--- src/rtl/pred_pack_writer.sv ---
// pred_pack_writer: packs 8-bit class predictions into 64-bit little-endian
// words, buffers them in a first-word fall-through FIFO, and streams them out
// over a valid/ready DMA write channel. A partial final word is zero-filled.
// Optional build macro: PRED_PACK_CHECKSUM_EN adds a running XOR of every
// word popped in the current burst on the checksum port.
module pred_pack_writer #(
  parameter int FIFO_DEPTH = 4,
  parameter int MAX_BURST  = 5000
) (
  input  logic        clk,
  input  logic        rst_n,
  input  logic        start,
  input  logic [31:0] burst_len,
  input  logic        pred_valid,
  output logic        pred_ready,
  input  logic [7:0]  pred_data,
  output logic        out_valid,
  input  logic        out_ready,
  output logic [63:0] out_data,
  output logic [31:0] words_expected,
  output logic        busy,
  output logic        done,
  output logic [63:0] checksum
);

  localparam int          PTR_W       = $clog2(FIFO_DEPTH);
  localparam logic [31:0] MAX_BURST_W = 32'(MAX_BURST);
  localparam logic [PTR_W:0] FIFO_FULL_CNT = (PTR_W+1)'(FIFO_DEPTH);

  typedef enum logic [1:0] {
    IDLE  = 2'd0,
    PACK  = 2'd1,
    DRAIN = 2'd2,
    DONE  = 2'd3
  } state_t;

  state_t            state, state_nxt;
  logic [31:0]       burst_l;
  logic [31:0]       sample_idx;
  logic [31:0]       burst_clamped;
  logic [31:0]       words_calc;
  logic [63:0]       pack_reg;
  logic [63:0]       word_nxt;
  logic [63:0]       fifo_mem [FIFO_DEPTH];
  logic [PTR_W-1:0]  wr_ptr, rd_ptr;
  logic [PTR_W:0]    fifo_cnt;
  logic              fifo_full, fifo_empty;
  logic              start_ok, accept, last_accept, push, pop;

  // Clamp the requested length and derive the word count for this burst
  always_comb begin
    burst_clamped = (burst_len > MAX_BURST_W) ? MAX_BURST_W : burst_len;
    words_calc    = 32'((33'(burst_clamped) + 33'd7) >> 3);
  end

  assign fifo_empty  = (fifo_cnt == '0);
  assign fifo_full   = (fifo_cnt == FIFO_FULL_CNT);
  // Ready is taken from the pre-pop FIFO level, so a full FIFO stalls input
  // for the cycle of the pop even though a slot is freed on that edge.
  assign pred_ready  = (state == PACK) && !fifo_full;
  assign accept      = pred_ready && pred_valid;
  assign last_accept = accept && (sample_idx == burst_l - 32'd1);
  assign push        = accept && ((sample_idx[2:0] == 3'd7) || last_accept);
  assign pop         = out_valid && out_ready;
  assign start_ok    = start && (state == IDLE);
  // The incoming byte lands in lane (sample_idx mod 8), lane 0 in bits 7:0
  assign word_nxt    = pack_reg | (64'(pred_data) << {sample_idx[2:0], 3'b000});

  assign out_valid = !fifo_empty;
  assign out_data  = fifo_empty ? 64'd0 : fifo_mem[rd_ptr];
  assign busy      = (state == PACK) || (state == DRAIN);
  assign done      = (state == DONE);

  // Next-state logic for the burst controller
  always_comb begin
    state_nxt = state;
    case (state)
      IDLE:    if (start) state_nxt = (burst_clamped == 32'd0) ? DONE : PACK;
      PACK:    if (last_accept) state_nxt = DRAIN;
      DRAIN:   if (fifo_empty) state_nxt = DONE;
      DONE:    state_nxt = IDLE;
      default: state_nxt = IDLE;
    endcase
  end

  // State register
  always_ff @(posedge clk or negedge rst_n) begin
    if (!rst_n) state <= IDLE;
    else        state <= state_nxt;
  end

  // Burst bookkeeping: latched length, word count and sample counter
  always_ff @(posedge clk or negedge rst_n) begin
    if (!rst_n) begin
      burst_l        <= 32'd0;
      words_expected <= 32'd0;
      sample_idx     <= 32'd0;
    end else if (start_ok) begin
      burst_l        <= burst_clamped;
      words_expected <= words_calc;
      sample_idx     <= 32'd0;
    end else if (accept) begin
      sample_idx     <= sample_idx + 32'd1;
    end
  end

  // Pack register: accumulates bytes, cleared when its word is pushed
  always_ff @(posedge clk) begin
    if (start_ok)    pack_reg <= 64'd0;
    else if (accept) pack_reg <= push ? 64'd0 : word_nxt;
  end

  // FIFO storage; contents are qualified by the occupancy count
  always_ff @(posedge clk) begin
    if (push) fifo_mem[wr_ptr] <= word_nxt;
  end

  // FIFO pointers and occupancy
  always_ff @(posedge clk or negedge rst_n) begin
    if (!rst_n) begin
      wr_ptr   <= '0;
      rd_ptr   <= '0;
      fifo_cnt <= '0;
    end else begin
      if (push) wr_ptr <= wr_ptr + 1'b1;
      if (pop)  rd_ptr <= rd_ptr + 1'b1;
      case ({push, pop})
        2'b10:   fifo_cnt <= fifo_cnt + 1'b1;
        2'b01:   fifo_cnt <= fifo_cnt - 1'b1;
        default: fifo_cnt <= fifo_cnt;
      endcase
    end
  end

`ifdef PRED_PACK_CHECKSUM_EN
  logic [63:0] csum_q;

  // Running XOR of every word leaving the FIFO in the current burst
  always_ff @(posedge clk or negedge rst_n) begin
    if (!rst_n)        csum_q <= 64'd0;
    else if (start_ok) csum_q <= 64'd0;
    else if (pop)      csum_q <= csum_q ^ out_data;
  end

  assign checksum = csum_q;
`else
  assign checksum = 64'd0;
`endif

endmodule

--- config.mk ---
export PLATFORM = sky130hd
export DESIGN_NAME = pred_pack_writer
export DESIGN_NICKNAME = d
export VERILOG_FILES = /design/src/rtl/pred_pack_writer.sv
export SDC_FILE = /design/constraint.sdc
export NUM_CORES = 1
export LEC_CHECK = 0
export CAP_MARGIN = 0
export CORE_MARGIN = 8
export CORE_UTILIZATION = 50
export CTS_BUF_LIST = sky130_fd_sc_hd__clkbuf_4 sky130_fd_sc_hd__clkbuf_8
export CTS_CLUSTER_SIZE = 24
export DETAILED_ROUTE_END_ITERATION = 7
export GPL_TIMING_DRIVEN = 0
export PLACE_DENSITY = 0.72
export SLEW_MARGIN = 20
export SYNTH_ARGS = -nofsm -noshare
export SYNTH_HDL_FRONTEND = slang
export SYNTH_SLANG_ARGS = --single-unit
--- constraint.sdc ---
create_clock -name clk -period 11.25 [get_ports clk]
set_input_delay 2.25 -clock clk [delete_from_list [all_inputs] [get_ports clk]]
set_output_delay 2.25 -clock clk [all_outputs]
set_load 0.005 [all_outputs]
==> results by group <==
Run status
  • Status: finished, final reports clean

Worst setup path
  • Critical path fanouts, max: 10
  • Crit Path Class: reg2out
  • Required @ worst endpoint: about 9 ns
  • Crit start category: register
  • CP endpoint kind: primary output
  • CP Data Arrival Time: roughly 3.7 ns

Placement
  • Dpl cell area: around 0.021 mm^2
  • Buffers added on ports: ~140
  • RePlAce Congestion: 0.911
  • HPWL Detailed: approximately 31,000 um

Cells and area
  • Number of diodes: 0
  • Final Cell Area: approximately 0.023 mm^2
  • Area added between synthesis and finish: 21.1%
  • Sequential cell area: around 0.012 mm^2
  • Fillcell total: 2,915
  • Share of post-route cells with drive strength above 1: ~16%
  • Max reg flops: 256
  • Most common cell after layout, fill and taps aside: edfxtp_1
  • Final nets: 1,833
  • Most frequent cells in the layout: edfxtp_1, clkdlybuf4s50_1, nand2_1, and2_1, dfrtp_1
  • Multi-input logic area: around 0.0065 mm^2

Clock tree
  • Reg clk slew, reported paths: around 0.060 ns
  • Insertion delay to the later sink of the worst-skew pair: 0.61 ns
  • Root Driver: clkbuf_8
  • H-tree levels: 3
  • Clock Sinks: 423
  • Hold_buf cts: 0
  • CTS tree: yes
  • CTS Buf Count: 71
  • Post-CTS Setup Repair Bufs: 0
  • Clk buf depth: 3
  • Post-CTS resize count: 0

Die
  • DIE WIDTH: 211 um
  • Die area: around 0.044 mm^2
  • Die height: ~210 um
  • Boundary Pins: 209
  • Starting Density: 50.5%
  • Row Count: 71
  • Core footprint: about 0.038 mm^2

Power
  • Clk pwr share: around 30%
  • Internal power: 3350 uW
  • Leak: 0.00905 uW
  • Reg power frac: approximately 38%
  • PD cells: about 210 mW/mm^2
  • Net switching power: approximately 1500 uW
  • Power share of the combinational group: between 30% and 40%
  • Max VDD drop: 88.2 uV
  • Net Sw Frac: 31.1%

GRT
  • GRT Residual Overflow: 0
  • Largest net degree at the start of global routing: 62
  • Vias in the first global route: ~13,000
  • Gr usage total: between 20% and 30%
  • Initial antenna violation count: 1
  • First-pass GRT wire length: roughly 72,000 um

Detailed routing
  • Routed WL per cell: between 15 and 20 um
  • Antenna Nets Post-Route: 0
  • Via total after detailed routing: ~13,000
  • Total wire length: between 40,000 and 50,000 um
  • TritonRoute pass-1 iters: 5
  • Via/cell ratio: ~5.4
  • Number of DRC markers in iteration 0: between 900 and 1,000
  • DRC violations left: 0

Yosys
  • Asr flop ratio synth: about a quarter
  • Share of the synthesized area in the top cell type: between 40% and 50%
  • Largest cells by area after synthesis: edfxtp_1, dfrtp_1, mux4_2, dfxtp_1, and2_1
  • Synth Register Bits: roughly 420
  • Dominant cell type by area after synthesis: edfxtp_1
  • Cell variety after synth: 66
  • Synthesized instance count: 1,489
  • Warnings from Yosys: 0
  • EDFF count, synth: approximately 260
  • Post-Syn Area: between 0.015 and 0.02 mm^2
  • Seq/Total Area, Yosys: roughly three fifths
  • Most used flip-flop cell after synthesis: edfxtp_1
  • Synth Area per Inst: ~13 um^2

Timing
  • Max Clk Rate: about 170 MHz
  • RSZ-0062 raised after global routing: no
  • Fin. max-slew vios: 0
  • Setup Total Neg Slack: 0 ns
  • Tmin final: roughly 6.0 ns
  • Period utilisation layout: between 50% and 60%
  • Setup violators final: 0
  • Final Hold Viols: 0
  • Worst-margin pin slew: 0.992 ns
  • Max transition margin: 33.8%
  • Clk_skew: 0.0279 ns

Min path
  • Worst Hold Class: reg2reg

Flow run
  • Max-cap check violation count: 0
## synth_stat cells, types with 5 or more instances
library cell	n
nor2b_1	17
dfrtp_1	103
a31oi_1	37
and3_1	8
and2_1	112
mux4_2	64
nand2_1	126
edfxtp_1	256
xnor2_1	38
dfxtp_1	64
o31ai_1	7
buf_1	13
or3_1	18
o41ai_1	61
clkbuf_1	68
or4_1	9
inv_1	88
buf_2	8
nor3_1	19
nand2b_1	5
xor2_1	38
buf_4	66
nor4_1	14
nor2_1	50
and4_1	5
o21ai_0	32
ha_1	13
a21oi_1	50
nand3_1	25
nand4_1	18
## metrics by stage
stage	hold slack [ns]	cells	setup slack [ns]	power [uW]	util, %
after global placement	0.428	2206	3.52	3440	56.6
final	0.451	2344	5.28	4860	61.2
after global routing	0.472	2344	4.97	5120	61.2
after CTS	0.450	2344	5.07	4920	61.2
after floorplan	0.420	1554	5.60	2780	-
after detailed placement	0.435	2212	5.11	3480	57.1
## path summary, 6_finish.rpt
| path | to | slack [ns] | from | depth (start not counted) |
|---|---|---|---|---|
| max | out_data[34] | 5.28 | rd_ptr[0]$_DFFE_PN0P_ | 5 |
| min | pack_reg[7]$_SDFFE_PP0P_ | 0.45 | pack_reg[7]$_SDFFE_PP0P_ | 2 |
| max reg2reg | fifo_mem[2][0]$_DFFE_PP_ | 6.29 | burst_l[0]$_DFFE_PN0P_ | 13 |
| min reg2reg | pack_reg[7]$_SDFFE_PP0P_ | 0.45 | pack_reg[7]$_SDFFE_PP0P_ | 2 |
| max in group asynchronous | sample_idx[3]$_DFFE_PN0P_ | 9.04 | rst_n | 2 |
| min in group asynchronous | words_expected[25]$_DFFE_PN0P_ | 1.56 | rst_n | 1 |
## per-layer routing
| layer | vias up | wire (um) | GRT usage, % |
|---|---|---|---|
| li1 | 5930 | - | - |
| met1 | 6291 | 18500 | 25.4 |
| met2 | 448 | 22700 | 34.6 |
| met3 | 100 | 2950 | 4.73 |
| met4 | 2 | 1240 | 7.14 |
| met5 | - | 15 | 0 |
## final cells by class
cell class / instances / share of cell area (%)
flip-flops and latches: 423 / 50.2
multi-input cells: 886 / 28.4
repair buffers: 147 / 6.77
clock buffers: 106 / 5.58
plain buffers: 157 / 3.75
well taps: 511 / 2.78
inverters: 88 / 1.44
clock inverters: 26 / 1.03
## cell families after synthesis
family                     synth area share [%]
and+or+nand+nor                            12.5
DFF                                        60.8
buffers and inverters                      6.28
AOI/OAI and AO/OA                          8.26
xor gates and xnor gates                   3.51
muxes                                      7.70
adders and majority gates                 0.962
other                                    0.0197
## power by group through the flow
stage | Clock [uW] | Sequential [uW] | Combinational (uW)
after global routing | 1530 | 1840 | 1750
after floorplan | 0 | 1840 | 933
final | 1430 | 1830 | 1610
after global placement | 0 | 1850 | 1590
after detailed placement | 0 | 1860 | 1620
after CTS | 1460 | 1830 | 1630
## worst max-delay path, cell delays in order (launching register included)
cell and delay, ns:
dfrtp_1 0.48, buf_1 0.60, buf_1 0.81, mux4_2 0.62, and2_1 0.17, clkdlybuf4s50_1 0.44
(Power assumes the default switching activity.)
